## config.mk

```make
export PLATFORM = sky130hd
export DESIGN_NAME = game_sequencer
export DESIGN_NICKNAME = d
export VERILOG_FILES = /design/src/rtl/game_sequencer.sv
export SDC_FILE = /design/constraint.sdc
export NUM_CORES = 1
export LEC_CHECK = 0
export BUFFER_PORTS_ARGS = -buffer_cell sky130_fd_sc_hd__buf_2
export CAP_MARGIN = 40
export CORE_MARGIN = 2
export CORE_UTILIZATION = 38
export CTS_CLUSTER_DIAMETER = 100
export CTS_CLUSTER_SIZE = 20
export DETAILED_ROUTE_END_ITERATION = 8
export PLACE_DENSITY = 0.56
export SLEW_MARGIN = 30
export SYNTH_ARGS = -nofsm -noshare
export SYNTH_HDL_FRONTEND = slang
export SYNTH_SLANG_ARGS = --single-unit
```

## constraint.sdc

```tcl
create_clock -name clk -period 2.5 [get_ports clk]
set_input_delay 0.125 -clock clk [delete_from_list [all_inputs] [get_ports clk]]
set_output_delay 0.125 -clock clk [all_outputs]
set_load 0.01 [all_outputs]
```

## src/rtl/game_sequencer.sv

```systemverilog
// Game flow controller: start / play / death pause / level-up pause / game over,
// with score, lives and level bookkeeping and mover control pulses.
//
// state       | meaning
// ------------+----------------------------------------------------------
// S_IDLE      | waiting for a start press, movers frozen
// S_PLAY      | game running, hits scored, death/goal events accepted
// S_DYING     | death pause, counts DEATH_FRAMES frames then loses a life
// S_LEVEL_UP  | level-complete pause, counts LEVEL_FRAMES frames then bonus
// S_GAME_OVER | last life lost, totals held until a start press
module game_sequencer #(
  parameter int NUMBERS      = 3,
  parameter int LIVES_INIT   = 3,
  parameter int POINTS       = 10,
  parameter int DEATH_FRAMES = 60,
  parameter int LEVEL_FRAMES = 90,
  parameter int BONUS        = 100
) (
  input  logic               clk,
  input  logic               reset,
  input  logic               startOfFrame,
  input  logic               start_btn,
  input  logic [NUMBERS-1:0] hit_pulse,
  input  logic               monkey_fell,
  input  logic               reached_goal,
  output logic [2:0]         game_state,
  output logic [1:0]         lives,
  output logic [13:0]        score,
  output logic [1:0]         level,
  output logic               freeze,
  output logic               respawn,
  output logic [NUMBERS-1:0] number_clear
);

  typedef enum logic [2:0] {
    S_IDLE      = 3'd0,
    S_PLAY      = 3'd1,
    S_DYING     = 3'd2,
    S_LEVEL_UP  = 3'd3,
    S_GAME_OVER = 3'd4
  } state_e;

  localparam logic [13:0] SCORE_MAX = 14'd9999;

  state_e             state_q, state_d;
  logic [1:0]         lives_q, lives_d;
  logic [13:0]        score_q, score_d;
  logic [1:0]         level_q, level_d;
  logic [7:0]         frame_q, frame_d;
  logic               freeze_q, freeze_d;
  logic               respawn_q, respawn_d;
  logic [NUMBERS-1:0] clear_q, clear_d;
  logic               start_q, start_d;
  logic               armed_q, armed_d;
  logic               start_edge;
  logic [7:0]         frame_inc;

  function automatic logic [13:0] sat_add(input logic [13:0] a, input logic [31:0] b);
    logic [31:0] s;
    s = {18'd0, a} + b;
    return (s > 32'd9999) ? SCORE_MAX : 14'(s);
  endfunction

  function automatic logic [31:0] hit_points(input logic [NUMBERS-1:0] h);
    logic [31:0] n;
    n = '0;
    for (int i = 0; i < NUMBERS; i++) n = n + 32'(h[i]);
    return n * 32'(POINTS);
  endfunction

  // A press only counts once the button has been seen released after reset,
  // so a key held through reset cannot start a game.
  assign start_edge = start_btn & ~start_q & armed_q;
  assign start_d    = start_btn;
  assign armed_d    = armed_q | ~start_btn;
  assign frame_inc  = frame_q + 8'd1;

  always_comb begin
    state_d   = state_q;
    lives_d   = lives_q;
    score_d   = score_q;
    level_d   = level_q;
    frame_d   = frame_q;
    respawn_d = 1'b0;
    clear_d   = '0;
    case (state_q)
      S_IDLE: begin
        if (start_edge) begin
          score_d   = '0;
          lives_d   = 2'(LIVES_INIT);
          level_d   = '0;
          respawn_d = 1'b1;
          state_d   = S_PLAY;
        end
      end
      S_PLAY: begin
        score_d = sat_add(score_q, hit_points(hit_pulse));
        clear_d = hit_pulse;
        if (monkey_fell) begin
          state_d = S_DYING;
          frame_d = '0;
        end else if (reached_goal) begin
          state_d = S_LEVEL_UP;
          frame_d = '0;
        end
      end
      S_DYING: begin
        if (startOfFrame) begin
          frame_d = frame_inc;
          if (frame_inc == 8'(DEATH_FRAMES)) begin
            lives_d = lives_q - 2'd1;
            if (lives_q == 2'd1) begin
              state_d = S_GAME_OVER;
            end else begin
              state_d   = S_PLAY;
              respawn_d = 1'b1;
            end
          end
        end
      end
      S_LEVEL_UP: begin
        if (startOfFrame) begin
          frame_d = frame_inc;
          if (frame_inc == 8'(LEVEL_FRAMES)) begin
            score_d   = sat_add(score_q, 32'(BONUS));
            level_d   = (level_q == 2'd3) ? 2'd3 : level_q + 2'd1;
            respawn_d = 1'b1;
            state_d   = S_PLAY;
          end
        end
      end
      S_GAME_OVER: begin
        if (start_edge) state_d = S_IDLE;
      end
      default: state_d = S_IDLE;
    endcase
    freeze_d = (state_d != S_PLAY);
  end

  always_ff @(posedge clk or posedge reset) begin
    if (reset) begin
      state_q   <= S_IDLE;
      lives_q   <= '0;
      score_q   <= '0;
      level_q   <= '0;
      frame_q   <= '0;
      freeze_q  <= 1'b1;
      respawn_q <= 1'b0;
      clear_q   <= '0;
      start_q   <= 1'b0;
      armed_q   <= 1'b0;
    end else begin
      state_q   <= state_d;
      lives_q   <= lives_d;
      score_q   <= score_d;
      level_q   <= level_d;
      frame_q   <= frame_d;
      freeze_q  <= freeze_d;
      respawn_q <= respawn_d;
      clear_q   <= clear_d;
      start_q   <= start_d;
      armed_q   <= armed_d;
    end
  end

  assign game_state   = state_q;
  assign lives        = lives_q;
  assign score        = score_q;
  assign level        = level_q;
  assign freeze       = freeze_q;
  assign respawn      = respawn_q;
  assign number_clear = clear_q;

endmodule

```

==> impl_metrics.csv, run 1 <==
group,metric,value,unit
placement,post-place-ws,-505,ps
drt,vias_per_cell,5.54,
synth,synthArstFlopShare,1.00,
synth,synth_flop_cell,"dfrtp_1",
synth,synth_edf_count,0,
power,power_frac_comb,0.188,
power,power.internal,1.02,mW
clock_network,clk_pin_slew,80,ps
worst_setup_path,rrSetupSlack,-110,ps
cells_and_area,num-fill-cells,693,
cells_and_area,fin_cells,531,
worst_setup_path,r2r-end,"score[8]",
synth,synth_xor_area_frac,0.0467,
synth,syn_inst,333,
grt,antenna_found_initial,0,
drt,drc,0,
synth,yosysSeqAreaShare,0.321,
placement,dp_cells,515,
floorplanning,start_util,0.390,
power,p_leak,1.74,nW
worst_setup_path,crit_path_max_fanout,6,
clock_network,clk_latency,300,ps
worst_setup_path,crit_path_end,"score[8]",
synth,avgSynthCellArea,8.45,sq um
power,pwr_density_cell,360,nW/um^2
worst_setup_path,worst-setup-path-type,"reg2reg",
hold_path,worstHoldPathType,"in2reg",
grt,grt_pass1_wl,14300,um
synth,muxShareOfSynthArea,0.00756,
drt,postRouteWirelength,8680,um
worst_setup_path,cp.required,2720,ps
floorplanning,core,7210,sq um
worst_setup_path,worstPathArrival,2830,ps
cells_and_area,num_antenna_cells,0,
cells_and_area,mostFrequentLayoutCell,"buf_4",
clock_network,clock_path_buffers,2,
timing,rsz0062_at_grt,"yes",
grt,grt_usage,0.217,
cells_and_area,nNetsFinal,452,
floorplanning,rows,31,
synth,synth_compound_area_frac,0.280,
clock_network,numCtsBuffers,5,
timing,fmax,0.383,GHz
drt,drtIter0Drc,194,
floorplanning,die_w,90.1,um
placement,io_buffers,34,
timing,fin_crit_sh,1.05,
floorplanning,pin_count,35,
placement,place_congestion,0.885,
placement,dp_hpwl,6510,um
synth,synthSimpleGateAreaFrac,0.233,
power,irDropWorstVdd,0.000262,V
synth,synth_area,2810,sq um
worst_setup_path,slowest_stage,"or4_4",
worst_setup_path,crit_chain,"buf_6, fa_2, nand3_4, a21oi_2, nand2_1, mux2i_1, or4_4, a211o_1, o21ai_2",
grt,grt_max_degree,29,
drt,num_vias,2944,
cells_and_area,drive_gt1_frac,0.377,
cells_and_area,final_cell_mix,"buf_4, nand2_1, dfrtp_1",
grt,grt_pass1_vias,2897,
timing,fin_crit,2610,ps
power,p_seq_frac,0.440,
worst_setup_path,r2r-start,"score[2]",
drt,drt_pass1_iterations,4,
clock_network,cts_tree,"built",
timing,relSlewSlack,0.640,
power,report.power.total,1.42,mW
synth,ys_ff_latch,36,
floorplanning,die_area,8110,sq um
drt,drtAntennaViolNets,0,
timing,maxSlewViolCount,0,
clock_network,cts.sinks,36,
clock_network,clockRootBuffer,"clkbuf_8",
timing,worst_pin_slew,538,ps
timing,finalHoldViolCount,0,
synth,synth_adder_area_share,0.0587,
synth,synth_top_family_by_area,"compound AO/OA/AOI/OAI gates",
power,p_sw_frac,0.285,
floorplanning,die_h,90.1,um
cells_and_area,area_growth,40.5,%
synth,synthDistinctLibCells,64,
worst_setup_path,setup.worst_path.end_class,"flop",
worst_setup_path,worstSetupStartpointType,"flop",
power,switching_power,406,uW
worst_setup_path,r2r_cells,9,
worst_setup_path,slowest_delay,610,ps
timing,worst_slack,-113,ps
clock_network,htreeDepth,2,
outcome,failed_checks,"negative setup slack",
synth,syn_nets,354,
worst_setup_path,startpoint,"score[2]",
timing,setup_viol,10,
power,power_frac_clock,0.372,
outcome,status,"finished, violations left",
drt,routedWlPerCell,16.3,um
synth,ys_warn_count,0,
timing,skew,9.46,ps
flow_run,drv_cap,0,
grt,grt.overflow.total,0,
## critical path: cells and delay by family, from the launching register on
kind / cells / cell delay (ps)
multiplexers: 1 / 110
AND/OR/NAND/NOR: 3 / 860
flip-flops: 1 / 470
adder cells (fa/ha/maj): 1 / 410
buffers and inverters: 1 / 140
AO/OA/AOI/OAI: 3 / 560
## registers in the layout, summed over array words and instances, names as in the netlist
name,count
score,14
frame_q,8
lives,2
number_clear,3
level,2
respawn,1
freeze,1
game_state,3
armed_q,1
start_q,1
## power groups by stage
stage	Combinational [mW]	Clock [mW]	Sequential, mW
after floorplan	0.149	0	0.636
after global placement	0.238	0	0.638
after detailed placement	0.241	0	0.638
after CTS	0.259	0.551	0.627
after global routing	0.300	0.570	0.630
final	0.268	0.529	0.627
## Yosys cell counts (7+ instances only)
cell | count | share of area
dfrtp_1 | 35 | 0.31
nand2_1 | 35 | 0.047
nor2_1 | 28 | 0.037
o21ai_0 | 23 | 0.041
a21oi_1 | 15 | 0.027
nand3_1 | 15 | 0.027
clkbuf_1 | 13 | 0.017
a31oi_1 | 11 | 0.024
inv_1 | 11 | 0.015
and3_1 | 10 | 0.022
ha_1 | 10 | 0.044
nand4_1 | 8 | 0.018
nor3_1 | 8 | 0.014
xnor2_1 | 8 | 0.025
xor2_1 | 7 | 0.022
## kinds of logic (layout without fill, tap and decap cells)
family / after synthesis / count (layout)
xor gates and xnor gates: 15 / 15
and+or+nand+nor: 130 / 130
DFF: 36 / 36
muxes: 2 / 2
AOI/OAI and AO/OA: 106 / 106
buffers and inverters: 32 / 131
adders and majority gates: 12 / 12
## layer usage
layer,global-route usage,vias up,share of wire
met5,0,-,0
met4,0.0705,0,0.018
met3,0.0352,10,0.032
met2,0.383,64,0.51
met1,0.270,1439,0.44
li1,-,1431,-
## layout make-up
class / count / area [sq um] / share of cell area
well taps: 99 / 124 / 0.0313
clock inverters: 3 / 42.5 / 0.0108
inverters: 11 / 41.3 / 0.0104
flip-flops and latches: 36 / 903 / 0.228
multi-input cells: 265 / 2000 / 0.505
clock buffers: 5 / 68.8 / 0.0174
repair buffers: 112 / 778 / 0.197
## metrics by stage
| step | hold WS (ps) | utilization | cell area [sq um] | setup TNS [ps] |
|---|---|---|---|---|
| 4_1_cts | 74.4 | 0.532 | 3840 | -479 |
| 6_report | 76.3 | 0.548 | 3950 | -732 |
| 2_1_floorplan | 156 | - | 2860 | -1320 |
| 3_3_place_gp | 111 | 0.494 | 3560 | -4370 |
| 3_5_place_dp | 122 | 0.494 | 3560 | -5280 |
| 5_1_grt | 71.7 | 0.548 | 3950 | -1650 |
## how the worst min path moves through the flow
stage | depth (start not counted) | endpoint | slack (ps) | from
6_report | 2 | number_clear[0] | 80 | hit_pulse[0]
4_1_cts | 2 | number_clear[0] | 70 | hit_pulse[0]
3_5_place_dp | 2 | number_clear[0] | 120 | reset
3_3_place_gp | 2 | number_clear[0] | 110 | reset
2_1_floorplan | 0 | start_q | 160 | start_btn
5_1_grt | 2 | number_clear[0] | 70 | hit_pulse[0]
## what timing repair did
action,4_1_cts,5_1_grt
hold buffers,2,0
pin swaps,8,6
resized for setup,21,17
setup endpoints to repair,12,13
hold endpoints to repair,9,0
buffers inserted,5,1
(Power assumes the default switching activity.)
==> run 2, diff against run 1 <==
CORE_ASPECT_RATIO = 1.1   (was not set)
==> run 2 against run 1 <==
  * The run still ends with negative setup slack left
  * Sequential share of layout area decreased by 0.69 points
  * Die area about the same
  * Sequential power hardly changed
  * Worst hold slack gained 10 ps
  * Non-clock buffer count grew 5
  * Via count up 1.8%
  * Critical path type is now in2reg
  * Critical endpoint is now score[1]
==> impl_metrics.csv, run 2 (same netlist as run 1, synthesis figures left out) <==
group,metric,value,unit
flow_run,drv_cap,0,
cells_and_area,num_antenna_cells,0,
clock_network,cts_tree,"built",
timing,fmax,0.377,GHz
grt,antenna_found_initial,0,
power,report.power.total,1.37,mW
worst_setup_path,crit_path_end,"score[1]",
timing,skew,13.0,ps
cells_and_area,largest_register_ff_count,14,
worst_setup_path,r2r_cells,11,
timing,setup_viol,9,
timing,hold_slack,86.7,ps
cells_and_area,drive_gt1_frac,0.407,
clock_network,clock_path_buffers,2,
clock_network,numCtsBuffers,5,
timing,relSlewSlack,0.592,
placement,dpl-instance-area,3500,sq um
power,irDropWorstVdd,0.000303,V
hold_path,worstHoldPathType,"in2reg",
worst_setup_path,cp.required,2740,ps
placement,dp_hpwl,6360,um
timing,rsz0062_at_grt,"yes",
timing,worst_slack,-153,ps
grt,grt.overflow.total,0,
cells_and_area,fin_area,4080,sq um
cells_and_area,utilization,0.575,
worst_setup_path,crit_path_max_fanout,6,
grt,grt_pass1_wl,14200,um
worst_setup_path,r2r-start,"score[2]",
floorplanning,die_area,8110,sq um
timing,finalHoldViolCount,0,
clock_network,htreeDepth,2,
floorplanning,start_util,0.397,
outcome,failed_checks,"negative setup slack",
cells_and_area,nNetsFinal,457,
drt,postRouteWirelength,9120,um
cells_and_area,seq_area,903,sq um
worst_setup_path,startpoint,"hit_pulse[0]",
worst_setup_path,worstPathArrival,2890,ps
drt,drtAntennaViolNets,0,
clock_network,clk_latency,290,ps
drt,drt_pass1_iterations,4,
floorplanning,rows,32,
floorplanning,pin_count,35,
worst_setup_path,worstSetupStartpointType,"primary input",
worst_setup_path,setup.worst_path.end_class,"flop",
grt,grt_max_degree,28,
placement,io_buffers,34,
power,pwr_density_cell,336,nW/um^2
grt,grt_usage,0.221,
cells_and_area,mostFrequentLayoutCell,"buf_4",
cells_and_area,final_cell_mix,"buf_4, dfrtp_1, nand2_1, buf_2, nor2_1",
drt,drc,0,
placement,place_congestion,0.920,
clock_network,clk_pin_slew,80,ps
drt,vias_per_cell,5.74,
drt,drtIter0Drc,148,
worst_setup_path,rrSetupSlack,-110,ps
power,p_leak,1.77,nW
cells_and_area,num-fill-cells,649,
timing,fin_crit,2650,ps
floorplanning,die_w,86.1,um
drt,routedWlPerCell,17.5,um
grt,grt_pass1_vias,2895,
clock_network,clockRootBuffer,"clkbuf_8",
outcome,status,"finished, violations left",
worst_setup_path,worst-setup-path-type,"in2reg",
timing,maxSlewViolCount,0,
timing,worst_pin_slew,605,ps
drt,num_vias,2996,
floorplanning,die_h,94.3,um
cells_and_area,area_growth,44.9,%
floorplanning,core,7090,sq um
timing,fin_crit_sh,1.06,
clock_network,cts.sinks,36,
cells_and_area,multi_input_area,2090,sq um
worst_setup_path,r2r-end,"score[1]",
-- run 2: critical path, cell delays in order --
cell      delay [ps]
buf_6            100
fa_2             590
ha_4             140
fa_2             220
nand3_4          130
and2_4           180
a32oi_2          200
a221oi_2          90
or4_4            580
buf_4            160
buf_6            110
a31oi_1          130
o21a_1           130
-- run 2: repair_timing --
action	CTS	global route
pin swaps	12	24
hold endpoints to repair	10	0
setup buffers	5	13
resized for setup	19	38
setup endpoints to repair	12	12
hold buffers	2	0
-- run 2: cell type report --
| type | instances | share of cell area |
|---|---|---|
| Multi-Input combinational cell | 265 | 0.514 |
| Clock inverter | 1 | 0.00184 |
| Sequential cell | 36 | 0.222 |
| Clock buffer | 7 | 0.0212 |
| Inverter | 11 | 0.0101 |
| Tap cell | 85 | 0.0261 |
| Timing Repair Buffer | 117 | 0.206 |
-- run 2: report_power, final --
part / total [mW] / switching, mW / leakage, nW / internal (mW)
clock: 0.451 / 0.227 / 0.0445 / 0.224
sequential: 0.628 / 0.0248 / 0.447 / 0.603
combinational: 0.290 / 0.153 / 1.28 / 0.138
total: 1.37 / 0.404 / 1.77 / 0.965
-- run 2: how the worst min path moves through the flow --
stage,start,end,slack [ps],cells after the start
2_1_floorplan,start_btn,start_q,160,0
3_3_place_gp,reset,score[1],130,2
3_5_place_dp,reset,score[1],130,2
4_1_cts,hit_pulse[0],number_clear[0],80,2
5_1_grt,hit_pulse[0],number_clear[0],80,2
6_report,hit_pulse[0],number_clear[0],90,2
-- run 2: per-layer routing --
layer,vias to the layer above,GRT usage,part of all wire
li1,1441,-,-
met1,1448,0.275,0.42
met2,87,0.390,0.51
met3,20,0.0299,0.041
met4,0,0.0780,0.030
met5,-,0,0
-- run 2: per-stage QoR --
step           setup TNS, ps  instances  setup WS, ps
3_5_place_dp           -4990        495          -528
3_3_place_gp           -4510        495          -451
2_1_floorplan          -1320        333          -248
6_report                -968        522          -153
5_1_grt                -1710        522          -206
4_1_cts                 -206        510         -75.5
==> run 3, diff against run 2 <==
PLACE_DENSITY = 0.54   (was 0.56)
clock period = 3.2 ns   (was 2.5 ns; I/O delays follow)
==> run 3 against run 2 <==
  * The flow now finishes without violations
  * Wire length decreased by 8.4%
  * Register-to-register slack improved by 330 ps
  * Critical path type is now reg2reg
  * Total power decreased by 22%
  * Final cell count down 12%
  * Non-clock buffer count decreased by 64
  * Worst setup slack improved by 380 ps
  * Final area shrank 20%
  * Sequential share of layout area rose by 5.6 points
  * Combinational power is 49% lower
  * Clock skew down 7.2 ps
  * Highest routed layer unchanged
  * Largest cell class unchanged
  * First-iteration DRC count increased by 24%
  * Clock power shrank 6.4%
==> impl_metrics.csv, run 3 (same netlist as run 1, synthesis figures left out) <==
group,metric,value,unit
power,irDropWorstVdd,0.000199,V
timing,maxSlewViolCount,0,
clock_network,clk_pin_slew,80,ps
flow_run,drv_cap,0,
cells_and_area,fin_cells,458,
timing,finalHoldViolCount,0,
worst_setup_path,worst-setup-path-type,"reg2reg",
hold_path,worstHoldPathType,"in2reg",
clock_network,cts_tree,"built",
timing,hold_slack,126,ps
power,power_frac_clock,0.395,
power,p_sw_frac,0.289,
cells_and_area,num_antenna_cells,0,
timing,relSlewSlack,0.501,
grt,grt.overflow.total,0,
drt,drtIter0Drc,184,
drt,drtAntennaViolNets,0,
placement,io_buffers,34,
timing,fin_crit,2980,ps
grt,antenna_found_initial,0,
grt,grt_usage,0.215,
worst_setup_path,worstSetupStartpointType,"flop",
clock_network,cts.sinks,36,
cells_and_area,seq_area,902,sq um
power,switching_power,308,uW
timing,rsz0062_at_grt,"no",
worst_setup_path,cp.required,3430,ps
timing,fin_crit_sh,0.930,
outcome,status,"complete, no violations",
floorplanning,start_util,0.397,
clock_network,htreeDepth,2,
power,report.power.total,1.07,mW
floorplanning,rows,32,
floorplanning,core,7090,sq um
cells_and_area,drive_gt1_frac,0.209,
power,pwr_density_cell,328,nW/um^2
cells_and_area,num-fill-cells,719,
clock_network,clk_latency,300,ps
placement,place_congestion,0.973,
cells_and_area,largest_register_ff_count,14,
floorplanning,die_h,94.3,um
power,power_frac_comb,0.138,
grt,grt_pass1_wl,13500,um
cells_and_area,final_cell_mix,"nand2_1, dfrtp_1, buf_2",
power,power.internal,758,uW
placement,dp_cells,448,
drt,drc,0,
floorplanning,die_area,8110,sq um
drt,drt_pass1_iterations,5,
grt,grt_max_degree,17,
drt,vias_per_cell,6.12,
clock_network,clock_path_buffers,2,
cells_and_area,area_growth,15.4,%
worst_setup_path,worstPathArrival,3200,ps
power,p_seq_frac,0.467,
clock_network,clockRootBuffer,"clkbuf_8",
timing,fmax,0.336,GHz
floorplanning,pin_count,35,
timing,setup_viol,0,
floorplanning,die_w,86.1,um
drt,routedWlPerCell,18.2,um
clock_network,numCtsBuffers,5,
cells_and_area,fin_area,3250,sq um
power,p_leak,1.40,nW
worst_setup_path,setup.worst_path.end_class,"flop",
drt,postRouteWirelength,8350,um
placement,dpl-instance-area,3120,sq um
worst_setup_path,crit_path_max_fanout,11,
grt,grt_pass1_vias,2635,
cells_and_area,nNetsFinal,393,
timing,fin_setup_tns,0,ps
placement,dp_hpwl,6170,um
clock_network,cts_resized,0,
timing,skew,5.78,ps
drt,num_vias,2804,
timing,worst_pin_slew,741,ps
cells_and_area,multi_input_area,1760,sq um
==> run 3: cell types whose count changed in the layout (fill, tap and decap cells not counted), moves of 4 or more <==
cell / delta
ha_1: +6
buf_4: -56
a31oi_1: +4
ha_4: -6
buf_6: -10
==> run 3: final cells by class <==
class	count	area share
inverter	11	0.0127
clock inverter	3	0.0131
multi-input combinational	265	0.542
clock buffer	5	0.0212
sequential	36	0.278
tap	85	0.0328
timing repair buffer	53	0.100
==> run 3: stage by stage <==
stage,util,setup WS [ps]
6_report,0.458,223
5_1_grt,0.458,44.3
4_1_cts,0.458,283
3_5_place_dp,0.440,2.50
3_3_place_gp,0.438,43.1
2_1_floorplan,-,309
==> run 3: path summary, 6_finish.rpt <==
check | start | end | slack, ps | cells past startpoint
min reg2reg | armed_q | armed_q | 470 | 1
min in group asynchronous | reset | number_clear[1] | 350 | 3
min | hit_pulse[1] | number_clear[1] | 130 | 2
max | score[2] | score[0] | 220 | 9
max reg2reg | score[2] | score[0] | 220 | 9
max in group asynchronous | reset | score[2] | 2220 | 5
==> run 3: critical path: stages (launching register included) <==
cell and delay [ps]:
dfrtp_1 620, inv_1 110, ha_1 340, nor4b_1 290
a211oi_1 130, a41o_1 250, o221ai_2 420, a21oi_2 230
a211o_1 360, a21oi_2 150
==> run 3: power groups by stage <==
stage          Clock, mW  Sequential [mW]  Combinational (mW)
6_report           0.422            0.498               0.147
5_1_grt            0.454            0.502               0.165
4_1_cts            0.428            0.498               0.148
3_5_place_dp           0            0.507               0.146
3_3_place_gp           0            0.506               0.141
2_1_floorplan          0            0.496               0.108
==> run 3: repair_timing <==
action                                 CTS  global route
hold buffers                             2             0
endpoints found under the hold margin    6             0
setup buffers                            0             0
==> run 3: layer usage <==
metal	part of all wire	global-route usage	routed length, um	vias up
li1	-	-	-	1322
met1	0.41	0.261	3420	1323
met2	0.49	0.354	4060	124
met3	0.057	0.0369	478	35
met4	0.047	0.126	395	0
met5	0	0	0	-
